File: src/rtl/dist_mem.sv
// dist_mem: distance memory with an INF init fill, a pipelined "write if smaller"
// update path and a pipelined read path with write-first bypass.
// Ports:
//   clk, rst_n                  clock, async active-low reset
//   init_start / busy           start an INF_VAL fill of every entry / fill running
//   w_en, w_min, w_addr, w_data update request (w_min=1: write only if strictly smaller)
//   upd_done, upd_taken         one-cycle completion pulse, and whether memory was written
//   r_en, r_addr                read request
//   r_data, r_valid             read result, valid RD_LAT cycles after the request
module dist_mem #(
    parameter int unsigned       DATA_W  = 8,
    parameter int unsigned       ADDR_W  = 5,
    parameter int unsigned       RD_LAT  = 2,
    parameter logic [DATA_W-1:0] INF_VAL = '1
) (
    input  logic              clk,
    input  logic              rst_n,
    input  logic              init_start,
    output logic              busy,
    input  logic              w_en,
    input  logic              w_min,
    input  logic [ADDR_W-1:0] w_addr,
    input  logic [DATA_W-1:0] w_data,
    output logic              upd_done,
    output logic              upd_taken,
    input  logic              r_en,
    input  logic [ADDR_W-1:0] r_addr,
    output logic [DATA_W-1:0] r_data,
    output logic              r_valid
);

    localparam int unsigned DEPTH = 2 ** ADDR_W;

    typedef enum logic {
        ST_IDLE = 1'b0,
        ST_INIT = 1'b1
    } state_t;

    typedef struct packed {
        logic [ADDR_W-1:0] addr;
        logic [DATA_W-1:0] data;
        logic              min;
    } upd_t;

    state_t            r_state;
    state_t            w_state_nxt;
    logic [ADDR_W-1:0] r_cnt;
    logic [ADDR_W-1:0] w_cnt_nxt;
    logic              w_init_wr;
    logic              w_busy_nxt;
    logic              r_busy;

    logic              w_upd_acc;
    logic              w_rd_acc;
    logic              r_u1_vld;
    upd_t              r_u1;
    logic [DATA_W-1:0] w_u1_old;
    logic              w_commit;
    logic [DATA_W-1:0] w_rd_val;
    logic              r_upd_done;
    logic              r_upd_taken;
    logic              r_rv_out;
    logic [DATA_W-1:0] r_rd_out;

    logic [DATA_W-1:0] r_mem [DEPTH];

    // Controller state register
    always_ff @(posedge clk or negedge rst_n) begin
        if (!rst_n) begin
            r_state <= ST_IDLE;
            r_cnt   <= '0;
            r_busy  <= 1'b0;
        end else begin
            r_state <= w_state_nxt;
            r_cnt   <= w_cnt_nxt;
            r_busy  <= w_busy_nxt;
        end
    end

    // Controller next state: the fill writes r_cnt each INIT cycle and stops at DEPTH-1
    always_comb begin
        w_state_nxt = r_state;
        w_cnt_nxt   = r_cnt;
        w_init_wr   = 1'b0;
        case (r_state)
            ST_IDLE: begin
                if (init_start) begin
                    w_state_nxt = ST_INIT;
                    w_cnt_nxt   = '0;
                end
            end
            ST_INIT: begin
                w_init_wr = 1'b1;
                if (r_cnt == ADDR_W'(DEPTH - 1)) begin
                    w_state_nxt = ST_IDLE;
                    w_cnt_nxt   = '0;
                end else begin
                    w_cnt_nxt = r_cnt + ADDR_W'(1);
                end
            end
            default: begin
                w_state_nxt = ST_IDLE;
                w_cnt_nxt   = '0;
            end
        endcase
        w_busy_nxt = (w_state_nxt == ST_INIT);
    end

    // Requests are dropped while filling and on the edge a fill is accepted
    assign w_upd_acc = w_en && (r_state == ST_IDLE) && !init_start;
    assign w_rd_acc  = r_en && (r_state == ST_IDLE) && !init_start;

    // Compare against live memory so a commit on the previous edge is already visible
    assign w_u1_old = r_mem[r_u1.addr];
    assign w_commit = r_u1_vld && (!r_u1.min || (r_u1.data < w_u1_old));

    // Write-first: a read sampled on a commit edge sees the committing value
    assign w_rd_val = (w_commit && (r_u1.addr == r_addr)) ? r_u1.data : r_mem[r_addr];

    // Update stage U1 and completion flags
    always_ff @(posedge clk or negedge rst_n) begin
        if (!rst_n) begin
            r_u1_vld    <= 1'b0;
            r_u1        <= '0;
            r_upd_done  <= 1'b0;
            r_upd_taken <= 1'b0;
        end else begin
            r_u1_vld    <= w_upd_acc;
            if (w_upd_acc) begin
                r_u1 <= '{addr: w_addr, data: w_data, min: w_min};
            end
            r_upd_done  <= r_u1_vld;
            r_upd_taken <= w_commit;
        end
    end

    // Storage array, deliberately not reset; fill and commit never coincide
    always_ff @(posedge clk) begin
        if (w_init_wr) begin
            r_mem[r_cnt] <= INF_VAL;
        end else if (w_commit) begin
            r_mem[r_u1.addr] <= r_u1.data;
        end
    end

    // Read pipeline, data captured at the sampling edge then delayed to RD_LAT
    generate
        if (RD_LAT == 1) begin : g_rd_lat1
            always_ff @(posedge clk or negedge rst_n) begin
                if (!rst_n) begin
                    r_rv_out <= 1'b0;
                    r_rd_out <= '0;
                end else begin
                    r_rv_out <= w_rd_acc;
                    if (w_rd_acc) begin
                        r_rd_out <= w_rd_val;
                    end
                end
            end
        end else begin : g_rd_lat2
            logic              r_rv1;
            logic [DATA_W-1:0] r_rd1;
            always_ff @(posedge clk or negedge rst_n) begin
                if (!rst_n) begin
                    r_rv1    <= 1'b0;
                    r_rd1    <= '0;
                    r_rv_out <= 1'b0;
                    r_rd_out <= '0;
                end else begin
                    r_rv1    <= w_rd_acc;
                    if (w_rd_acc) begin
                        r_rd1 <= w_rd_val;
                    end
                    r_rv_out <= r_rv1;
                    if (r_rv1) begin
                        r_rd_out <= r_rd1;
                    end
                end
            end
        end
    endgenerate

    assign busy      = r_busy;
    assign upd_done  = r_upd_done;
    assign upd_taken = r_upd_taken;
    assign r_valid   = r_rv_out;
    assign r_data    = r_rd_out;

endmodule

File: config.mk
export PLATFORM = sky130hd
export DESIGN_NAME = dist_mem
export DESIGN_NICKNAME = d
export VERILOG_FILES = /design/src/rtl/dist_mem.sv
export SDC_FILE = /design/constraint.sdc
export NUM_CORES = 1
export LEC_CHECK = 0
export CAP_MARGIN = 25
export CELL_PAD_IN_SITES_DETAIL_PLACEMENT = 1
export CELL_PAD_IN_SITES_GLOBAL_PLACEMENT = 1
export CORE_ASPECT_RATIO = 0.5
export CORE_UTILIZATION = 55
export CTS_BUF_LIST = sky130_fd_sc_hd__clkbuf_2
export CTS_CLUSTER_SIZE = 25
export DETAILED_ROUTE_END_ITERATION = 16
export PLACE_DENSITY = 0.78
export SLEW_MARGIN = 20
export SYNTH_ARGS = -nofsm -noshare
export SYNTH_HDL_FRONTEND = slang
export SYNTH_SLANG_ARGS = --single-unit
File: constraint.sdc
create_clock -name clk -period 5.89 [get_ports clk]
set_input_delay 0.8835 -clock clk [delete_from_list [all_inputs] [get_ports clk]]
set_output_delay 0.8835 -clock clk [all_outputs]
set_load 0.01 [all_outputs]
==> results.md, run 1 <==
* R2R cell count at 16
* Power Dens Cells at 396.5 mW/mm2
* WHS at 0.4419 ns
* Max Clock Skew at 0.06246 ns
* Clock Path Buffers at 3
* Grt peak-use layer: met2
* Worst reg2reg path endpoint: r_mem[0][4]
* Crit path cell chain: buf_12, buf_12, mux4_2, mux4_2, mux2i_1, ha_1, a21oi_1, o21ai_0, a2111oi_2, a41oi_2, inv_2, nand2_1, buf_4, o32a_1, nor3_1, buf_4
* Critical Path Stages at 16
* Final worst-path cycle share at 95.52%
* Initial antenna violation count at 1
* GRT Residual Overflow at 0
* Inserted Clock Buffers at 69
* Syn_area_per_cell at 19.12 um2
* Clk sinks at 297
* RSZ-0062 raised after global routing: false
* Die W at 228.2 um
* Pin count of the biggest net entering global routing at 42
* Cell Rows at 40
* Type of the most critical hold path: flip-flop to flip-flop
* Ys async rst share at 13.80%
* Dpl hpwl at 27.54 mm
* CP endpoint: r_mem[0][4]
* # DRC at 0
* Largest area contributor in the netlist: edfxtp_1
* Layout area overhead at 13.33%
* Number of synthesized flops with an enable pin at 256
* Min cycle time layout at 5.626 ns
* CP top delay family: compound AO/OA/AOI/OAI gates
* Netlist cell types at 51
* Commonest cells in the netlist: edfxtp_1, mux4_2, dfrtp_1
* WP data arrival at 6.25 ns
* Routed length per instance at 32.15 um
* Initial Util at 57.38%
* Yosys top cell area share at 54.63%
* Via count at 8,699
* CP max FO at 18
* CP endpoint kind: flip-flop
* Postcts setup bufs at 0
* Worst rel slew slack at 26.11%
* Die extent in y at 115.1 um
* Core box area at 0.02452 mm2
* Setup Crit Path Kind: flip-flop to flip-flop
* Max-slew violations at 0
* TNS Setup at 0 ns
* Synth warn at 0
* Port Buffers at 35
* Iteration-0 DRC Markers at 1,177
* Met1 usage at 46.23%
* H-tree levels at 3
* Max VDD drop at 0.0001536 V
* F_max at 0.1777 GHz
* Layout cell share with drive strength beyond 1 at 41.80%
* Global-route wire length before repair at 58.90 mm
* Ports at 36
* R2R setup slack at 0.26 ns
* Buffers plus inverters on the worst setup path at 5
* Nets at 910
* Synthesized flop and latch total at 297
* RR Startpoint: r_u1[9]
* Final wirelength at 40.48 mm
* Slowest CP cell: dfrtp_4
* Die area at 0.02627 mm2
* Gr usage total at 32.32%
* Max Cap Viol at 0
* Static Leak at 5.085 nW
* Critical path origin: r_u1[9]
* Grt met2 use at 47.52%
* Setup violators final at 0
* Crit path largest cell delay at 0.64 ns
* Final hold violation count at 0
* Via density at 6.909
* Vias in the first global route at 8,882
* Final Wtd Congestion at 0.9058
* Most common cell in the netlist: edfxtp_1
* Post-route ant nets at 0
* Worst slew pin tran at 1.103 ns
* Grt met3 use at 9.673%
* Post-Syn Instances at 736
* Top post-synthesis cells by area: edfxtp_1, mux4_2, dfrtp_1
* Clk_lat worst skew at 0.95 ns
* Root Buffer: clkbuf_2
* Post-Syn Nets at 769
* Worst-path clk slew at 0.12 ns
* Run status: finished, final reports clean
* Startpoint types: flip-flop
* CTS tree: built
* Post-synthesis sequential area ratio at 61.92%
* WP data required at 6.51 ns
* Main synth FF type: edfxtp_1
* Drt first pass iters at 6
* Synthesized area at 0.01407 mm2
[worst reg2reg max path, cell delays in order, from the launching register on]
cell and delay [ns]:
dfrtp_4 0.64, buf_12 0.25, buf_12 0.22, mux4_2 0.54, mux4_2 0.48, mux2i_1 0.16, ha_1 0.27, a21oi_1 0.14
o21ai_0 0.14, a2111oi_2 0.40, a41oi_2 0.25, inv_2 0.17, nand2_1 0.10, buf_4 0.21, o32a_1 0.46, nor3_1 0.62
buf_4 0.26
[per-layer routing]
| metal | wire, um | vias to the layer above |
|---|---|---|
| li1 | - | 3446 |
| met1 | 16010 | 4546 |
| met2 | 18030 | 604 |
| met3 | 5127 | 103 |
| met4 | 1316 | 0 |
| met5 | 0 | - |
[registers in the layout, summed over array words and instances (netlist names)]
| name | count |
|---|---|
| r_u1 | 14 |
| r_u1_vld | 1 |
| upd_taken | 1 |
| r_cnt | 5 |
| upd_done | 1 |
| r_data | 8 |
| r_mem | 256 |
| r_valid | 1 |
| g_rd_lat2.r_rd1 | 8 |
| g_rd_lat2.r_rv1 | 1 |
| busy | 1 |
[cells in the final DEF, fill, tap and decap left out, types with 4 or more instances in the layout]
cell type | netlist | routed
edfxtp_1 | 256 | 256
mux4_2 | 153 | 153
clkbuf_2 | 0 | 99
buf_4 | 0 | 77
dfrtp_1 | 41 | 39
clkdlybuf4s50_1 | 0 | 32
nor3_1 | 28 | 28
mux2_2 | 28 | 28
nand2_1 | 26 | 26
clkinv_1 | 1 | 14
mux2i_1 | 13 | 13
nor2_1 | 14 | 13
a31oi_1 | 12 | 12
nand2b_1 | 10 | 10
inv_1 | 9 | 9
o21ai_1 | 9 | 9
ha_1 | 9 | 9
o41ai_1 | 8 | 8
nand3_1 | 7 | 7
o21ai_0 | 5 | 5
or3_1 | 9 | 5
or3_2 | 0 | 4
xnor2_1 | 4 | 4
xor2_1 | 4 | 4
[repair_timing]
action / CTS / global route
hold buffers: 0 / 1
setup endpoints to repair: 0 / 5
endpoints found under the hold margin: 0 / 18
gates resized for setup: 0 / 1
[area by class of cell]
class                           count  area (um2)
Sequential cell                   297        8718
Multi-Input combinational cell    376        5111
Tap cell                          336       420.4
Clock inverter                     16       62.56
Fill cell                        2139        8576
Antenna cell                        2       5.005
Timing Repair Buffer              122        1094
Inverter                           11       41.29
Clock buffer                       99       495.5
[cells by family (layout without fill, tap and decap cells)]
kind of cell,after synthesis,count (layout),share of synthesized area (%)
fa+ha+maj,9,9,0.8002
buf+inv,63,248,1.814
mux,197,197,28.21
simple gates,102,102,3.530
flops,297,297,61.92
other cells,0,2,0
compound gates,60,60,3.227
xor+xnor,8,8,0.4979
[metrics by stage]
step | area [um2] | setup slack (ns) | total power [W] | cells | util, %
after floorplan | 14070 | 0.7824 | 0.004122 | 736 | -
after CTS | 15830 | 0.3108 | 0.006289 | 1249 | 64.56
after detailed placement | 15270 | 0.3941 | 0.005041 | 1134 | 62.28
after global routing | 15950 | 0.05462 | 0.006561 | 1259 | 65.03
final | 15950 | 0.2636 | 0.006323 | 1259 | 65.03
after global placement | 15240 | 0.4463 | 0.004952 | 1133 | 62.16
[how the worst min path moves through the flow]
stage	startpoint	end	slack, ns	cells after the start
floorplan	g_rd_lat2.r_rv1	r_valid	0.35	0
global placement	r_u1_vld	upd_done	0.37	0
detailed placement	r_u1_vld	upd_done	0.39	0
CTS	rst_n	r_data[4]	0.03	1
global route	rst_n	r_u1[9]	0.39	2
finish	r_u1_vld	upd_done	0.44	0
[power by group]
part           switching [W]  internal [W]
combinational        0.00122       0.00105
clock               0.000826      0.000444
sequential          0.000274       0.00251
Power figures use the tool's default switching activity.
==> run 2, diff against run 1 <==
--- a/config.mk
+++ b/config.mk
@@ -9,11 +9,12 @@
 export CELL_PAD_IN_SITES_DETAIL_PLACEMENT = 1
 export CELL_PAD_IN_SITES_GLOBAL_PLACEMENT = 1
 export CORE_ASPECT_RATIO = 0.5
-export CORE_UTILIZATION = 55
+export CORE_UTILIZATION = 56
 export CTS_BUF_LIST = sky130_fd_sc_hd__clkbuf_2
+export CTS_CLUSTER_DIAMETER = 100
 export CTS_CLUSTER_SIZE = 25
 export DETAILED_ROUTE_END_ITERATION = 16
-export PLACE_DENSITY = 0.78
+export PLACE_DENSITY = 0.8
 export SLEW_MARGIN = 20
 export SYNTH_ARGS = -nofsm -noshare
 export SYNTH_HDL_FRONTEND = slang
==> results.md, run 2 (synthesized netlist as in run 1, its figures left out) <==
* GRT Residual Overflow at 0
* Startpoint types: flip-flop
* Layout cell share with drive strength beyond 1 at 35.94%
* Via count at 8,210
* Iteration-0 DRC Markers at 1,090
* Buffers plus inverters on the worst setup path at 3
* Die area at 0.02581 mm2
* Ant diodes at 0
* Type of the most critical hold path: primary input to async pin
* CP endpoint kind: flip-flop
* Cell Rows at 40
* Clock Path Buffers at 3
* Max VDD drop at 0.0001421 V
* Power Dens Cells at 374.0 mW/mm2
* R2R setup slack at 0.19 ns
* RR Startpoint: r_u1[9]
* Worst-path clk slew at 0.52 ns
* Crit path cell chain: buf_4, mux4_2, mux4_2, mux2i_1, ha_1, a21oi_1, o21ai_0, a2111oi_2, a41oi_2, inv_2, nand2_1, o31a_1, nor3_1, buf_4
* Commonest non-fill, non-tap cell in the layout: edfxtp_1
* Crit path largest cell delay at 0.71 ns
* WP data required at 6.56 ns
* Clk sinks at 297
* # DRC at 0
* Final wirelength at 39.16 mm
* TNS Setup at 0 ns
* Static Leak at 4.654 nW
* F_max at 0.1755 GHz
* Final hold violation count at 0
* Die extent in y at 114.1 um
* Drt first pass iters at 5
* Final Total Pwr at 0.005743 W
* Inserted Clock Buffers at 15
* Die W at 226.2 um
* Global-route wire length before repair at 56.97 mm
* Final Wtd Congestion at 0.9017
* H-tree levels at 1
* Root Buffer: clkbuf_2
* Initial Util at 57.85%
* Worst slew pin tran at 1.078 ns
* Dpl hpwl at 26.64 mm
* Largest reg by FF count: r_mem
* Initial antenna violation count at 0
* Clk_lat worst skew at 0.99 ns
* Gr usage total at 31.67%
* Core box area at 0.02432 mm2
* Max reg flops at 256
* Layout area overhead at 9.131%
* Worst reg2reg path endpoint: r_mem[10][3]
* Most frequent cells in the layout: edfxtp_1, mux4_2, buf_4, dfrtp_1, clkdlybuf4s50_1
* Port Buffers at 35
* Vias in the first global route at 8,358
* Dpl cell area at 0.01509 mm2
* Run status: finished, final reports clean
* Final worst-path cycle share at 96.72%
* Setup violators final at 0
* CP max FO at 15
* WP data arrival at 6.37 ns
* Max Clock Skew at 0.1204 ns
* Biggest regs: r_mem x256, r_u1 x14
* CTS tree: built
* Nets at 843
* WHS at 0.2144 ns
* Max-slew violations at 0
* Post-route ant nets at 0
* Cells after DPL at 1,115
* Fillers at 2,087
* Final instance area at 0.01536 mm2
* Slowest CP cell: dfrtp_4
* Setup Crit Path Kind: flip-flop to flip-flop
* Ports at 36
* R2R cell count at 14
* RSZ-0062 raised after global routing: false
* Via density at 7.114
* Routed length per instance at 33.93 um
* Non-filler instance count after layout at 1,154
* CP top delay family: compound AO/OA/AOI/OAI gates
* Pin count of the biggest net entering global routing at 45
* Min cycle time layout at 5.697 ns
* Max Cap Viol at 0
* Worst rel slew slack at 27.82%
run 2: cell count changes in the layout (fill, tap and decap cells not counted), moves of 2 or more:
cell / previous run / this run
buf_16: 2 / 0
buf_4: 77 / 70
buf_8: 3 / 1
clkbuf_2: 99 / 24
clkbuf_4: 2 / 0
clkinv_1: 14 / 1
diode_2: 2 / 0
run 2: how the worst max path moves through the flow:
stage / startpoint / end / slack, ns / cells after the start
floorplan: r_u1[9] / r_mem[3][0] / 0.78 / 16
global placement: r_u1[9] / r_mem[12][2] / 0.35 / 14
detailed placement: r_u1[9] / r_mem[10][3] / -0.01 / 14
CTS: r_u1[9] / r_mem[10][3] / 0.15 / 14
global route: r_u1[10] / r_mem[7][1] / 0.08 / 14
finish: r_u1[9] / r_mem[10][3] / 0.19 / 14
run 2: stage by stage:
| step | setup WS (ns) | utilization (%) |
|---|---|---|
| global route | 0.08190 | 63.14 |
| global placement | 0.3541 | 61.99 |
| floorplan | 0.7824 | - |
| detailed placement | -0.01289 | 62.05 |
| CTS | 0.1517 | 62.69 |
| finish | 0.1930 | 63.14 |
run 2: area by class of cell:
| type | count | area [um2] | area share (%) |
|---|---|---|---|
| flip-flops and latches | 297 | 8721 | 56.79 |
| multi-input cells | 376 | 5109 | 33.27 |
| repair buffers | 109 | 940.9 | 6.127 |
| well taps | 336 | 420.4 | 2.737 |
| clock buffers | 24 | 120.1 | 0.7821 |
| inverters | 11 | 41.29 | 0.2689 |
| clock inverters | 1 | 5.005 | 0.03259 |
run 2: routing by layer:
layer  wire (um)  vias to the layer above  GRT usage, %
met4         839                        0         6.622
met3        4564                       51         10.98
met1       15980                     4435         46.06
li1            -                     3260             -
met2       17770                      464         47.10
met5           0                        -             0
run 2: where the power goes:
group	internal [W]	total (W)	switching (W)
clock	0.000104	0.000716	0.000612
sequential	0.00252	0.00280	0.000279
combinational	0.00104	0.00223	0.00120
run 2: repair_timing:
item / CTS / global route
endpoints found under the hold margin: 37 / 0
gates resized for setup: 0 / 1
setup buffers: 1 / 11
endpoints found under the setup margin: 10 / 16
hold buffers: 1 / 0
